File: src/rtl/shift_rotate_seq_pkg.sv
// Shared constants and state encoding for the shift/rotate sequencer.
package shift_rotate_seq_pkg;

   localparam int DW = 16;
   localparam int AW = 5;

   localparam logic DIR_LEFT  = 1'b1;
   localparam logic DIR_RIGHT = 1'b0;

   typedef enum logic [1:0] {
      ST_IDLE  = 2'd0,
      ST_PASS1 = 2'd1,
      ST_PASS2 = 2'd2,
      ST_DONE  = 2'd3
   } state_t;

endpackage

File: src/rtl/shift_rotate_seq_shifter.sv
// Combinational 16-bit barrel shifter: lr=1 shifts left, lr=0 shifts right, zero fill.
module Shift_16bit (
   input  logic [15:0] in,
   input  logic [3:0]  shift,
   input  logic        lr,
   output logic [15:0] out
);

   assign out = lr ? (in << shift) : (in >> shift);

endmodule

File: src/rtl/shift_rotate_seq.sv
// Sequencer around Shift_16bit: logical shifts in one pass, rotates in two passes
// whose partial results are OR-ed together, result held under valid/ready.
module shift_rotate_seq
   import shift_rotate_seq_pkg::*;
(
   input  logic          clk,
   input  logic          rst,
   input  logic          cmd_valid,
   output logic          cmd_ready,
   input  logic [DW-1:0] cmd_data,
   input  logic [AW-1:0] cmd_amt,
   input  logic          cmd_lr,
   input  logic          cmd_rot,
   output logic          res_valid,
   input  logic          res_ready,
   output logic [DW-1:0] res_data,
   output logic          busy,
   output logic [1:0]    dbg_state
);

   // Handshakes: a transfer happens on a rising edge where valid and ready are
   // both high; valid never waits on ready, and res_data is held while
   // res_valid is high and res_ready is low.

   state_t        state;
   logic [DW-1:0] data_q;
   logic [AW-1:0] amt_q;
   logic          lr_q;
   logic          rot_q;
   logic [DW-1:0] partial_q;

   logic [3:0]    sh_shift;
   logic          sh_lr;
   logic [DW-1:0] sh_out;
   logic          accept;

   // Second rotate pass moves the wrapped bits the other way by 16-k.
   assign sh_shift = (state == ST_PASS2) ? (4'd0 - amt_q[3:0]) : amt_q[3:0];
   assign sh_lr    = (state == ST_PASS2) ? ~lr_q : lr_q;

   Shift_16bit u_shift (
      .in    (data_q),
      .shift (sh_shift),
      .lr    (sh_lr),
      .out   (sh_out)
   );

   assign cmd_ready = !rst && ((state == ST_IDLE) || ((state == ST_DONE) && res_ready));
   assign accept    = cmd_valid && cmd_ready;
   assign res_valid = (state == ST_DONE);
   assign busy      = (state != ST_IDLE);
   assign dbg_state = state;

   always_ff @(posedge clk or posedge rst) begin
      if (rst) begin
         state     <= ST_IDLE;
         data_q    <= '0;
         amt_q     <= '0;
         lr_q      <= 1'b0;
         rot_q     <= 1'b0;
         partial_q <= '0;
         res_data  <= '0;
      end else begin
         case (state)
            ST_IDLE: begin
               if (accept) begin
                  data_q <= cmd_data;
                  amt_q  <= cmd_amt;
                  lr_q   <= cmd_lr;
                  rot_q  <= cmd_rot;
                  state  <= ST_PASS1;
               end
            end
            ST_PASS1: begin
               if (!rot_q) begin
                  // Logical amounts of 16 or more push every bit out.
                  res_data <= amt_q[AW-1] ? '0 : sh_out;
                  state    <= ST_DONE;
               end else if (amt_q[3:0] == 4'd0) begin
                  res_data <= data_q;
                  state    <= ST_DONE;
               end else begin
                  partial_q <= sh_out;
                  state     <= ST_PASS2;
               end
            end
            ST_PASS2: begin
               res_data <= partial_q | sh_out;
               state    <= ST_DONE;
            end
            ST_DONE: begin
               if (res_ready) begin
                  if (accept) begin
                     data_q <= cmd_data;
                     amt_q  <= cmd_amt;
                     lr_q   <= cmd_lr;
                     rot_q  <= cmd_rot;
                     state  <= ST_PASS1;
                  end else begin
                     state <= ST_IDLE;
                  end
               end
            end
            default: state <= ST_IDLE;
         endcase
      end
   end

endmodule

File: config.mk
export PLATFORM = sky130hd
export DESIGN_NAME = shift_rotate_seq
export DESIGN_NICKNAME = d
export VERILOG_FILES = /design/src/rtl/shift_rotate_seq_pkg.sv /design/src/rtl/shift_rotate_seq_shifter.sv /design/src/rtl/shift_rotate_seq.sv
export SDC_FILE = /design/constraint.sdc
export NUM_CORES = 1
export LEC_CHECK = 0
export CAP_MARGIN = 20
export CELL_PAD_IN_SITES_DETAIL_PLACEMENT = 1
export CELL_PAD_IN_SITES_GLOBAL_PLACEMENT = 1
export CORE_MARGIN = 8
export CORE_UTILIZATION = 28
export CTS_BUF_LIST = sky130_fd_sc_hd__clkbuf_16
export CTS_CLUSTER_SIZE = 20
export DETAILED_ROUTE_END_ITERATION = 12
export GPL_ROUTABILITY_DRIVEN = 0
export PLACE_DENSITY = 0.55
export SYNTH_ARGS = -nofsm -noshare
export SYNTH_HDL_FRONTEND = slang
export SYNTH_SLANG_ARGS = --single-unit
export TNS_END_PERCENT = 1
File: constraint.sdc
create_clock -name clk -period 3.14 [get_ports clk]
set_input_delay 0.628 -clock clk [delete_from_list [all_inputs] [get_ports clk]]
set_output_delay 0.628 -clock clk [all_outputs]
set_load 0.05 [all_outputs]
==> results_dict.tcl, run 1 <==
set metrics [dict create \
    avgViaCountPerCell 5.35 \
    finalNetCount 566 \
    cts_made_buffers 9 \
    hpwlAfterDp_mm 11.6 \
    cts_tree "built" \
    grt_pass1_wl_mm 24.9 \
    unique_cell_type_count_in_the_yosys_netlist 73 \
    drt-wirelength-per-cell_um 20.8 \
    post_route_cells_drive_above_1_share_pct 18.8 \
    timing_max_transition_violations_final 0 \
    start_kind "flip-flop" \
    synth.cell_area_um2 4440 \
    synth_enable_flop_cells 0 \
    final.min_clock_period_ns 2.89 \
    worstPathRequired_ns 3.36 \
    ff_latch_count_synth 57 \
    clkSinkCount 57 \
    max_freq_mhz 346 \
    synthesis.nets 518 \
    clock_tree.buffer_depth 2 \
    crit_path_end_kind "flip-flop" \
    first_pass_iters 4 \
    drv.max_cap_violation_count 0 \
    timing.final.hold_violations 0 \
    rsz0062_at_grt "no" \
    timing.slew.headroom_pct 46.7 \
    dominantRegCellSynth "dfrtp_1" \
    totalNegativeSetupSlack_ns 0 \
    startpoint_of_the_lowest_slack_register_to_register_path "dbg_state[0]$_DFFE_PP0P_" \
    layout.cell_area.non_filler_um2 5440 \
    drt_iter0_drc 225 \
    critical_path_class "flip-flop to flip-flop" \
    timing.clock.skew_ns 0.00865 \
    cts_repair_resize_count 0 \
    finalWirelength_mm 15.7 \
    global_route_overflow 0 \
    pin_count_of_the_biggest_net_entering_global_routing 58 \
    die_height_um 142 \
    portBuffers 47 \
    first_global_vias 4282 \
    synth_cells 485 \
    synth.yosys.warnings 0 \
    post-route-drc-count 0 \
    yosysSeqAreaShare_pct 32.1 \
    antenna_found_initial 0 \
    holdCritStartpoint "res_data[10]$_DFFE_PP0P_" \
    die_width_um 142 \
    postSynth.asyncResetShare_pct 100 \
    timing.final.crit_share_pct 92.1 \
    clock_latency_ns 0.34 \
    outcome "complete, no violations" \
    post_dp_cell_area_um2 5140 \
    fp.coreArea_um2 15700 \
    clkSlewWorstSetupHoldPaths_ns 0.06 \
    setup_viol_count_final 0 \
    die_area_um2 20200 \
    synthToLayoutAreaGrowth_pct 22.4 \
    vias 4033 \
    worstHoldPathType "flip-flop to flip-flop" \
    cp_data_arrival_time_ns 3.11 \
    tightestPinTransition_ns 0.800 \
    synthesis.area_per_instance_um2 9.16 \
    ant_nets 0 \
    final.setup.worst_slack_ns 0.247 \
    num_antenna_cells 0 \
    initial_core_util_pct 28.3 \
    ios 48 \
    worst_setup_path_startpoint "dbg_state[0]$_DFFE_PP0P_" \
    cts_root_buf "clkbuf_16" \
    preCtsSetupSlack_ns 0.206 \
    ctsHtreeMaxLevel 3 \
    cts_setup_buffers 0 \
    holdBufCountCts 0 \
    crit_path_max_fanout 14 \
    total_routing_resource_utilization_after_global_routing_pct 16.3 \
    rows 46 \
]
kinds of logic (layout without fill, tap and decap cells):
logic type / after synthesis / in the layout / share of synthesized area, %
AND/OR/NAND/NOR: 167 / 167 / 17.4
adder cells (fa/ha/maj): 6 / 6 / 1.69
XOR/XNOR: 7 / 7 / 1.80
flip-flops: 57 / 57 / 32.1
multiplexers: 87 / 87 / 21.6
AO/OA/AOI/OAI: 118 / 118 / 19.4
buffers and inverters: 43 / 96 / 6.00
worst max-delay path, stage by stage (launching register included):
cell and delay (ns):
dfrtp_1 0.43, inv_1 0.13, ha_2 0.37, nand2b_1 0.21
xor2_4 0.40, mux2i_1 0.39, a222oi_1 0.15, buf_4 0.17
a2111oi_1 0.38, o31ai_1 0.13
cell usage after synthesis, drive strengths merged, types with 9 or more instances:
library cell / number / area (µm²)
a21oi: 38 / 190
buf: 24 / 193
clkbuf: 11 / 41.3
dfrtp: 57 / 1430
mux2: 36 / 409
mux2i: 48 / 484
nand2: 61 / 231
nand2b: 9 / 56.3
nand3: 9 / 45.0
nor2: 53 / 199
o21ai: 22 / 110
o31ai: 10 / 98.8
sequential cells by signal (all words and copies together), names as in the netlist:
| name | flops |
|---|---|
| amt_q | 5 |
| data_q | 16 |
| dbg_state | 2 |
| lr_q | 1 |
| partial_q | 16 |
| res_data | 16 |
| rot_q | 1 |
stage by stage:
step           hold slack (ns)  util (%)  instances
2_1_floorplan            0.481         -        485
3_3_place_gp             0.469      32.7        736
3_5_place_dp             0.476      32.7        737
4_1_cts                  0.490      34.6        753
5_1_grt                  0.519      34.6        754
6_report                 0.485      34.6        754
placed cells by master, fill, tap and decap left out, drive strengths merged, types with 7 or more instances in the layout:
cell type | Yosys | routed
nor3 | 7 | 7
nand2 | 61 | 61
mux2i | 48 | 48
buf | 24 | 25
nand2b | 9 | 9
nor2 | 53 | 53
mux2 | 36 | 36
o21ai | 22 | 22
dfrtp | 57 | 57
inv | 8 | 8
nand3 | 9 | 9
o31ai | 10 | 10
a21oi | 38 | 38
clkdlybuf4s50 | 0 | 47
o22ai | 7 | 7
clkbuf | 11 | 9
per-layer routing:
metal	global-route usage (%)	vias up	share of wire, %
met5	0	-	0
li1	-	1863	-
met4	7.74	0	2.4
met2	25.3	91	46
met3	2.72	19	4.4
met1	21.6	2060	47
final cells by class:
class	count	area (µm²)
Fill cell	1832	10300
Sequential cell	57	1430
Timing Repair Buffer	72	656
Clock buffer	9	225
Multi-Input combinational cell	385	2760
Inverter	8	32.5
Clock inverter	7	71.3
Tap cell	216	270
final timing paths:
path | end | slack (ns) | cells after the start
max | res_data[5]$_DFFE_PP0P_ | 0.25 | 9
min | res_data[10]$_DFFE_PP0P_ | 0.48 | 2
max reg2reg | res_data[5]$_DFFE_PP0P_ | 0.25 | 9
min reg2reg | res_data[10]$_DFFE_PP0P_ | 0.48 | 2
max in group asynchronous | amt_q[0]$_DFFE_PP0P_ | 1.69 | 3
min in group asynchronous | dbg_state[1]$_DFFE_PP0P_ | 0.90 | 3
Power of run 1 is left out: the tool's default activity adds up to more than one toggle a clock period on the data nets, which glitch-free logic cannot reach.
==> inputs of run 2 (changes only) <==
SLEW_MARGIN = 20   (was unset)
==> run 2 against run 1 <==
  * Critical path type unchanged
  * Clock-buffer cell count did not move
  * Via count fell by 0.50%
  * Flip-flop and latch count did not move
  * Final area fell by 0.28%
  * Core utilization fell by 0.095 points
  * Sequential share of layout area rose by 0.073 points
  * Critical path depth did not move
  * Global-route usage fell by 0.41 points
  * Highest routed layer unchanged
==> results_dict.tcl, run 2 (synthesized netlist as in run 1, its figures left out) <==
set metrics [dict create \
    totalNegativeSetupSlack_ns 0 \
    reg_top3 "data_q (16), partial_q (16), res_data (16)" \
    ios 48 \
    ctsHtreeMaxLevel 3 \
    fp.coreArea_um2 15700 \
    critical_path_cell_sequence "inv_1 -> ha_2 -> nand2b_1 -> xor2_4 -> mux2i_1 -> a222oi_1 -> buf_4 -> a2111oi_1 -> o31ai_1" \
    tightestPinTransition_ns 0.816 \
    crit_path_end_kind "flip-flop" \
    vias 4013 \
    die_width_um 142 \
    cts_made_buffers 9 \
    final.min_clock_period_ns 2.86 \
    worstPathBufferInverterCount 2 \
    synthToLayoutAreaGrowth_pct 22.1 \
    crit_path_max_fanout 14 \
    pin_count_of_the_biggest_net_entering_global_routing 58 \
    cts_tree "built" \
    critical_path_max_stage_delay_ns 0.42 \
    initial_core_util_pct 28.3 \
    timing.final.hold_violations 0 \
    finalNetCount 565 \
    num_antenna_cells 0 \
    finalCoreUtilization_pct 34.5 \
    grt_pass1_wl_mm 24.3 \
    multi_input_comb_area_um2 2760 \
    timing.clock.skew_ns 0.0103 \
    rows 46 \
    worstPathRequired_ns 3.35 \
    drv.max_cap_violation_count 0 \
    critical_path_class "flip-flop to flip-flop" \
    clkSlewWorstSetupHoldPaths_ns 0.06 \
    cts_root_buf "clkbuf_16" \
    final_common_cell "nand2_1" \
    filler_cell_count 1826 \
    start_kind "flip-flop" \
    worstHoldPathType "flip-flop to flip-flop" \
    die_height_um 142 \
    post-route-drc-count 0 \
    placed_cells 736 \
    drt_iter0_drc 243 \
    drt-wirelength-per-cell_um 20.4 \
    total_routing_resource_utilization_after_global_routing_pct 15.9 \
    outcome "complete, no violations" \
    clkSinkCount 57 \
    clock_latency_ns 0.34 \
    hpwlAfterDp_mm 11.5 \
    portBuffers 47 \
    finalWirelength_mm 15.4 \
    timing.slew.headroom_pct 45.3 \
    max_freq_mhz 350 \
    global_route_overflow 0 \
    timing_max_transition_violations_final 0 \
    timing.final.crit_share_pct 91.1 \
    cp_data_arrival_time_ns 3.07 \
    final_cell_mix "60 x nand2_1, 56 x dfrtp_1, 52 x nor2_1" \
    first_global_vias 4231 \
    antenna_found_initial 0 \
    setup_viol_count_final 0 \
    die_area_um2 20200 \
    final-seq-area_um2 1430 \
    avgViaCountPerCell 5.33 \
    ant_nets 0 \
    worst_path_max_delay_cell "dfrtp_1" \
    post_route_cells_drive_above_1_share_pct 18.2 \
    fin_cells 753 \
    clock_tree.buffer_depth 2 \
    first_pass_iters 4 \
    critPathTopFamily "compound AO/OA/AOI/OAI gates" \
    cts_repair_resize_count 0 \
    rsz0062_at_grt "no" \
]
==> run 2: cell types whose count changed in the layout (fill, tap and decap cells not counted), sizes merged <==
cell  previous run  this run
buf             25        24
==> run 2: path summary, 6_finish.rpt <==
kind                                          start                  endpoint  slack, ns  cells past startpoint
min in group asynchronous                       rst  dbg_state[1]$_DFFE_PP0P_       0.91                      3
hold / removal             res_data[10]$_DFFE_PP0P_  res_data[10]$_DFFE_PP0P_       0.48                      2
setup / recovery           dbg_state[0]$_DFFE_PP0P_   res_data[5]$_DFFE_PP0P_       0.28                      9
setup reg to reg           dbg_state[0]$_DFFE_PP0P_   res_data[5]$_DFFE_PP0P_       0.28                      9
hold reg to reg            res_data[10]$_DFFE_PP0P_  res_data[10]$_DFFE_PP0P_       0.48                      2
max in group asynchronous                       rst      amt_q[0]$_DFFE_PP0P_       1.68                      3
==> run 2: layer usage <==
metal	track usage, %	wire [µm]	share of wire, %	up-vias
li1	-	-	-	1862
met1	21.3	7180	47	2005
met2	24.3	6880	45	123
met3	2.58	875	5.7	23
met4	7.74	418	2.7	0
met5	0	0	0	-
==> run 2: area by class of cell <==
class	count	share of cell area [%]
sequential	57	26.3
tap	216	4.98
timing repair buffer	71	12.0
inverter	8	0.599
clock buffer	9	4.15
multi-input combinational	385	50.8
clock inverter	7	1.13
==> run 2: what timing repair did <==
| action | 4_1_cts | 5_1_grt |
|---|---|---|
| hold buffers | 0 | 0 |
| endpoints found under the setup margin | 0 | 1 |
| setup buffers | 0 | 1 |
| endpoints found under the hold margin | 0 | 0 |
==> run 2: stage by stage <==
step	setup slack, ns	instance area, µm²	hold WS [ns]
floorplan	0.0748	4450	0.481
global placement	0.329	5130	0.469
detailed placement	0.234	5130	0.480
CTS	0.214	5420	0.492
global route	0.0490	5430	0.529
finish	0.281	5430	0.484
==> run 2: tightest hold or removal path: cells and delay by family, from the launching register on <==
kind / cells / cell delay [ns]
compound gates: 1 / 0.06
flops: 1 / 0.34
simple gates: 1 / 0.05
Power of run 2 is left out for the same reason.
